<file path="src/rtl/mem_port_arbiter.sv">
// Arbitrates the single-port main memory between the CPU control unit and an external requester.
// Optional fairness guard enabled by defining MEMARB_STARVE_GUARD_EN.
module mem_port_arbiter #(
    parameter int unsigned ADDR_W     = 16,
    parameter int unsigned DATA_W     = 16,
    parameter int unsigned MEM_LAT    = 1,
    parameter int unsigned STARVE_MAX = 4
) (
    input  logic              CLK,
    input  logic              Reset_n,
    input  logic              CpuRead,
    input  logic              CpuWrite,
    input  logic [ADDR_W-1:0] CpuAddr,
    input  logic [DATA_W-1:0] CpuWData,
    output logic [DATA_W-1:0] CpuRData,
    output logic              CpuDone,
    output logic              CpuStall,
    input  logic              ExtReq,
    input  logic              ExtWE,
    input  logic [ADDR_W-1:0] ExtAddr,
    input  logic [DATA_W-1:0] ExtWData,
    output logic [DATA_W-1:0] ExtRData,
    output logic              ExtDone,
    output logic [ADDR_W-1:0] MemAddr,
    output logic [DATA_W-1:0] MemWData,
    output logic              MemRE,
    output logic              MemWE,
    input  logic [DATA_W-1:0] MemRData
);

    localparam int unsigned CNT_W = 3;

    typedef enum logic [2:0] {
        ST_IDLE,
        ST_CPU_ACC,
        ST_EXT_ACC,
        ST_CPU_RWAIT,
        ST_EXT_RWAIT
    } state_t;

    // Both counters are 3 bits wide, so the parameters must fit that range.
    if (MEM_LAT < 1 || MEM_LAT > 7 || STARVE_MAX < 1 || STARVE_MAX > 7) begin : g_bad_param
        $error("mem_port_arbiter: MEM_LAT and STARVE_MAX must be in 1..7");
    end

    state_t              r_state,  w_state_nxt;
    logic [CNT_W-1:0]    r_lat_cnt, w_lat_nxt;
    logic [DATA_W-1:0]   r_cpu_rdata, w_cpu_rdata_nxt;
    logic [DATA_W-1:0]   r_ext_rdata, w_ext_rdata_nxt;
    logic                r_cpu_done, w_cpu_done_nxt;
    logic                r_ext_done, w_ext_done_nxt;
    logic [ADDR_W-1:0]   r_mem_addr, w_mem_addr_nxt;
    logic [DATA_W-1:0]   r_mem_wdata, w_mem_wdata_nxt;
    logic                r_mem_re, w_mem_re_nxt;
    logic                r_mem_we, w_mem_we_nxt;
    logic                w_cpu_req;
    logic                w_ext_force;

    assign w_cpu_req = CpuRead | CpuWrite;

`ifdef MEMARB_STARVE_GUARD_EN
    logic [CNT_W-1:0] r_starve_cnt, w_starve_nxt;

    assign w_ext_force = ExtReq && w_cpu_req && (r_starve_cnt == CNT_W'(STARVE_MAX));

    // Counts CPU wins over a waiting Ext requester; any Ext grant or idle Ext clears it.
    always_comb begin
        w_starve_nxt = r_starve_cnt;
        if (r_state == ST_IDLE) begin
            if (!ExtReq) begin
                w_starve_nxt = '0;
            end else if (w_cpu_req && !w_ext_force) begin
                if (r_starve_cnt != CNT_W'(STARVE_MAX)) begin
                    w_starve_nxt = r_starve_cnt + CNT_W'(1);
                end
            end else begin
                w_starve_nxt = '0;
            end
        end
    end

    always_ff @(posedge CLK) begin
        if (!Reset_n) begin
            r_starve_cnt <= '0;
        end else begin
            r_starve_cnt <= w_starve_nxt;
        end
    end
`else
    assign w_ext_force = 1'b0;
`endif

    // Next-state and registered-output logic.
    always_comb begin
        w_state_nxt     = r_state;
        w_lat_nxt       = r_lat_cnt;
        w_cpu_rdata_nxt = r_cpu_rdata;
        w_ext_rdata_nxt = r_ext_rdata;
        w_cpu_done_nxt  = 1'b0;
        w_ext_done_nxt  = 1'b0;
        w_mem_addr_nxt  = r_mem_addr;
        w_mem_wdata_nxt = r_mem_wdata;
        w_mem_re_nxt    = 1'b0;
        w_mem_we_nxt    = 1'b0;

        case (r_state)
            ST_IDLE: begin
                if (w_cpu_req && !w_ext_force) begin
                    w_state_nxt     = ST_CPU_ACC;
                    w_mem_addr_nxt  = CpuAddr;
                    w_mem_wdata_nxt = CpuWData;
                    w_mem_we_nxt    = CpuWrite;
                    w_mem_re_nxt    = ~CpuWrite;
                end else if (ExtReq) begin
                    w_state_nxt     = ST_EXT_ACC;
                    w_mem_addr_nxt  = ExtAddr;
                    w_mem_wdata_nxt = ExtWData;
                    w_mem_we_nxt    = ExtWE;
                    w_mem_re_nxt    = ~ExtWE;
                end
            end
            // The strobe register still tells which kind of access was issued.
            ST_CPU_ACC: begin
                if (r_mem_we) begin
                    w_state_nxt    = ST_IDLE;
                    w_cpu_done_nxt = 1'b1;
                end else begin
                    w_lat_nxt   = CNT_W'(MEM_LAT - 1);
                    w_state_nxt = ST_CPU_RWAIT;
                end
            end
            ST_EXT_ACC: begin
                if (r_mem_we) begin
                    w_state_nxt    = ST_IDLE;
                    w_ext_done_nxt = 1'b1;
                end else begin
                    w_lat_nxt   = CNT_W'(MEM_LAT - 1);
                    w_state_nxt = ST_EXT_RWAIT;
                end
            end
            ST_CPU_RWAIT: begin
                if (r_lat_cnt == '0) begin
                    w_cpu_rdata_nxt = MemRData;
                    w_cpu_done_nxt  = 1'b1;
                    w_state_nxt     = ST_IDLE;
                end else begin
                    w_lat_nxt = r_lat_cnt - CNT_W'(1);
                end
            end
            ST_EXT_RWAIT: begin
                if (r_lat_cnt == '0) begin
                    w_ext_rdata_nxt = MemRData;
                    w_ext_done_nxt  = 1'b1;
                    w_state_nxt     = ST_IDLE;
                end else begin
                    w_lat_nxt = r_lat_cnt - CNT_W'(1);
                end
            end
            default: begin
                w_state_nxt = ST_IDLE;
            end
        endcase
    end

    always_ff @(posedge CLK) begin
        if (!Reset_n) begin
            r_state     <= ST_IDLE;
            r_lat_cnt   <= '0;
            r_cpu_rdata <= '0;
            r_ext_rdata <= '0;
            r_cpu_done  <= 1'b0;
            r_ext_done  <= 1'b0;
            r_mem_addr  <= '0;
            r_mem_wdata <= '0;
            r_mem_re    <= 1'b0;
            r_mem_we    <= 1'b0;
        end else begin
            r_state     <= w_state_nxt;
            r_lat_cnt   <= w_lat_nxt;
            r_cpu_rdata <= w_cpu_rdata_nxt;
            r_ext_rdata <= w_ext_rdata_nxt;
            r_cpu_done  <= w_cpu_done_nxt;
            r_ext_done  <= w_ext_done_nxt;
            r_mem_addr  <= w_mem_addr_nxt;
            r_mem_wdata <= w_mem_wdata_nxt;
            r_mem_re    <= w_mem_re_nxt;
            r_mem_we    <= w_mem_we_nxt;
        end
    end

    assign CpuRData = r_cpu_rdata;
    assign CpuDone  = r_cpu_done;
    assign CpuStall = w_cpu_req & ~r_cpu_done;
    assign ExtRData = r_ext_rdata;
    assign ExtDone  = r_ext_done;
    assign MemAddr  = r_mem_addr;
    assign MemWData = r_mem_wdata;
    assign MemRE    = r_mem_re;
    assign MemWE    = r_mem_we;

endmodule

</file>
<file path="config.mk">
export PLATFORM = sky130hd
export DESIGN_NAME = mem_port_arbiter
export DESIGN_NICKNAME = d
export VERILOG_FILES = /design/src/rtl/mem_port_arbiter.sv
export SDC_FILE = /design/constraint.sdc
export NUM_CORES = 1
export LEC_CHECK = 0
export ABC_AREA = 1
export CAP_MARGIN = 10
export CORE_ASPECT_RATIO = 0.8
export CORE_MARGIN = 2
export CORE_UTILIZATION = 40
export CTS_BUF_LIST = sky130_fd_sc_hd__clkbuf_4 sky130_fd_sc_hd__clkbuf_8 sky130_fd_sc_hd__clkbuf_16
export CTS_CLUSTER_SIZE = 16
export DETAILED_ROUTE_END_ITERATION = 16
export GPL_TIMING_DRIVEN = 0
export PLACE_DENSITY = 0.79
export SLEW_MARGIN = 20
export SYNTH_ARGS = -nofsm -noshare
export SYNTH_HDL_FRONTEND = slang
export SYNTH_SLANG_ARGS = --single-unit
</file>
<file path="constraint.sdc">
create_clock -name CLK -period 1.6 [get_ports CLK]
set_input_delay 0.32 -clock CLK [delete_from_list [all_inputs] [get_ports CLK]]
set_output_delay 0.32 -clock CLK [all_outputs]
set_load 0.03 [all_outputs]
</file>
==> results of run 1 <==
## power by group
part | total, uW | internal [uW] | switching (uW)
combinational | 3340 | 1160 | 2180
clock | 1680 | 1000 | 678
sequential | 2610 | 2340 | 273
## cell type report
class / instances / area (sq um)
well taps: 108 / 135
fillers: 728 / 2770
plain buffers: 25 / 134
inverters: 51 / 191
multi-input cells: 316 / 1380
clock inverters: 4 / 72.6
repair buffers: 156 / 1470
flip-flops and latches: 74 / 1480
clock buffers: 12 / 165
## how the worst max path moves through the flow
| stage | start | end |
|---|---|---|
| finish | r_lat_cnt[0]$_SDFFE_PN0P_ | CpuRData[8]$_SDFFE_PN0P_ |
| global route | r_lat_cnt[0]$_SDFFE_PN0P_ | CpuRData[13]$_SDFFE_PN0P_ |
| CTS | r_lat_cnt[0]$_SDFFE_PN0P_ | ExtRData[13]$_SDFFE_PN0P_ |
| detailed placement | CpuWrite | CpuStall |
| global placement | CpuWrite | CpuStall |
| floorplan | r_lat_cnt[0]$_SDFFE_PN0P_ | CpuDone$_SDFF_PN0_ |
## synth_stat cells
cell type    n  area share, %
nand2_1    116             14
nor2_1      75            8.9
dfxtp_1     74             47
inv_1       48            5.7
o21ai_0     47            7.4
a21oi_1     38            6.0
o21ai_1     23            3.6
buf_2       11            1.7
clkbuf_1    10            1.2
nand3_1      7            1.1
buf_4        3           0.71
ha_1         2           0.79
inv_2        2           0.24
nand4_1      2           0.39
nor2_4       2           0.71
a31oi_1      1           0.20
buf_1        1           0.12
clkinv_1     1           0.12
nand2_2      1           0.20
nor2_2       1           0.20
nor3_1       1           0.16
## state kept, by name, summed over array words and instances, names as in the netlist
register   count
ExtRData      16
MemAddr       16
CpuDone        1
CpuRData      16
MemWData      16
ExtDone        1
MemRE          1
r_state        3
r_lat_cnt      3
MemWE          1
## timing repair
action | in CTS | in global routing
setup buffers | 1 | 1
endpoints found under the setup margin | 89 | 28
cloned | 0 | 0
resized for setup | 79 | 12
pin swaps | 1 | 1
hold buffers | 0 | 0
## cells by family (layout without fill, tap and decap cells)
logic type / Yosys count / in the layout / share of synthesized area, %
DFF: 74 / 74 / 46.8
adders and majority gates: 2 / 2 / 0.790
buffers and inverters: 76 / 248 / 9.79
AOI/OAI and AO/OA: 109 / 109 / 17.3
and+or+nand+nor: 205 / 205 / 25.4
## worst reg2reg max path, stage by stage (launching register included)
cell,delay (ns)
dfxtp_1,0.31
inv_1,0.07
ha_1,0.14
ha_1,0.20
nand4_1,0.21
buf_4,0.25
o21ai_0,0.16
a21oi_1,0.06
## through the flow
step,hold slack (ns),area [sq um],power [uW],utilization [%]
final,0.422,5030,7630,64.5
after global routing,0.435,5030,8110,64.5
after CTS,0.410,5000,7650,64.2
after detailed placement,0.438,4840,6240,62.1
after global placement,0.432,4840,6170,62.1
after floorplan,0.399,3170,4790,-
## layer usage
layer	up-vias	track usage, %
met1	1537	27.0
met3	23	4.53
met4	0	9.71
met5	-	0
met2	78	39.0
li1	1795	-
## placed cells by master (no fill, tap or decap), drive strengths merged
master | netlist | routed
nand2 | 117 | 117
clkdlybuf4s50 | 0 | 83
nor2 | 78 | 78
dfxtp | 74 | 74
dlygate4sd2 | 0 | 70
o21ai | 70 | 70
inv | 50 | 50
a21oi | 38 | 38
clkbuf | 10 | 23
buf | 15 | 17
nand3 | 7 | 7
nand4 | 2 | 2
ha | 2 | 2
bufinv | 0 | 2
clkinv | 1 | 2
nor3 | 1 | 1
a31oi | 1 | 1
clkinvlp | 0 | 1
==> flow_metrics.tcl, run 1 <==
set metrics [dict create \
    wirelength_um 9770 \
    min_from "CpuWrite" \
    first_global_vias 3360 \
    top_layer "met4" \
    viasPerCell 4.60 \
    fmaxAchievable_ghz 0.665 \
    syn2layout_area_growth_pct 58.8 \
    die_area_sq_um 8650 \
    drive_above_1_share_pct 6.74 \
    whs_path_depth 2 \
    clock-sinks 74 \
    path_clk_slew_ns 0.07 \
    stdcell_count 746 \
    layout.nets 721 \
    cts-root-buf "clkbuf_8" \
    cp.required_ns 1.83 \
    met1_length_um 4390 \
    cp-start-kind "register" \
    core_area_sq_um 7800 \
    avgSynthCellArea_sq_um 6.80 \
    met3_length_um 345 \
    max_slew_margin_pct 70.9 \
    synth-seq-cells 74 \
    rr_worst_depth 7 \
    worst_slew_pin_slew_ns 0.436 \
    drt-initial-drc-count 125 \
    cts_buffers 9 \
    worst_slack_ns 0.0956 \
    crit_chain "inv_1, ha_1, ha_1, nand4_1, buf_4, o21ai_0, a21oi_1" \
    synth.net_count 554 \
    start_util_pct 40.6 \
    hold_viol 0 \
    cap_violations 0 \
    hp-class "in2reg" \
    grt_use_total_pct 22.4 \
    path_buf_inv 2 \
    n_antenna_cell 0 \
    io_pins 155 \
    io_buffers 154 \
    routedWlPerCell_um 13.1 \
    drc_errors 0 \
    firstDrtPassIters 4 \
    dp_slack_ns -0.724 \
    dieWidth_um 104 \
    crit_cells 7 \
    met2_length_um 4730 \
    synth_area_sq_um 3170 \
    power_density_nw_per_um2 1520 \
    hpwl_um 7450 \
    worstPathArrival_ns 1.73 \
    yosysSeqAreaShare_pct 46.8 \
    fp.dieH_um 83.6 \
    dp_cells 728 \
    setup_viol 0 \
    synth_cells 466 \
    grt_max_degree 13 \
    cp_slowest_stage_delay_ns 0.31 \
    gp_congestion 0.818 \
    finalSetupTns_ns 0 \
    cp_top_family "adder cells" \
    worst-setup-path-type "reg2reg" \
    antenna_found_initial 0 \
    reg2reg_slack_ns 0.1 \
    cts_tree "built" \
    core.rowCount 29 \
    layout_min_cycle_time_ns 1.50 \
    p_leak_uw 0.00241 \
    yosysWarnings 0 \
    worstHoldEndpoint "MemRE$_SDFF_PN0_" \
    clock_latency_ns 0.34 \
    outcome "finished clean" \
    r2r_end "CpuRData[8]$_SDFFE_PN0P_" \
    dr_total_vias 3433 \
    grt_first_pass_wirelength_um 15700 \
    grt_setup_unrepaired "true" \
    cpMaxStageDelayCell "dfxtp_1" \
    cp-end-kind "register" \
    period_share_pct 94.0 \
    slew_viol_final 0 \
    path_common_cell "ha_1" \
    skew_ns 0.0116 \
    grt-ovfl-total 0 \
    r2r_start "r_lat_cnt[0]$_SDFFE_PN0P_" \
    ir_drop_uv 806 \
    yosysUniqueCellTypes 21 \
    cts_max_level 3 \
    path_max_fanout 10 \
    drtAntennaViolNets 0 \
    clock_path_buffers 2 \
]
No activity file was read; power rests on OpenSTA's default activity.
==> run 2: changes to the inputs <==
--- a/config.mk
+++ b/config.mk
@@ -6,6 +6,7 @@
 export NUM_CORES = 1
 export LEC_CHECK = 0
 export ABC_AREA = 1
+export ABC_CLOCK_PERIOD_IN_PS = 1600
 export CAP_MARGIN = 10
 export CORE_ASPECT_RATIO = 0.8
 export CORE_MARGIN = 2
==> results of run 2 <==
The final DEF is identical to that of run 1; final timing and power are the same.
==> run 3: changes to the inputs <==
--- a/config.mk
+++ b/config.mk
@@ -15,6 +15,7 @@
 export CTS_CLUSTER_SIZE = 16
 export DETAILED_ROUTE_END_ITERATION = 16
 export GPL_TIMING_DRIVEN = 0
+export HOLD_SLACK_MARGIN = 0.15
 export PLACE_DENSITY = 0.79
 export SLEW_MARGIN = 20
 export SYNTH_ARGS = -nofsm -noshare
==> results of run 3 <==
The final DEF is identical to that of run 1; final timing and power are the same.
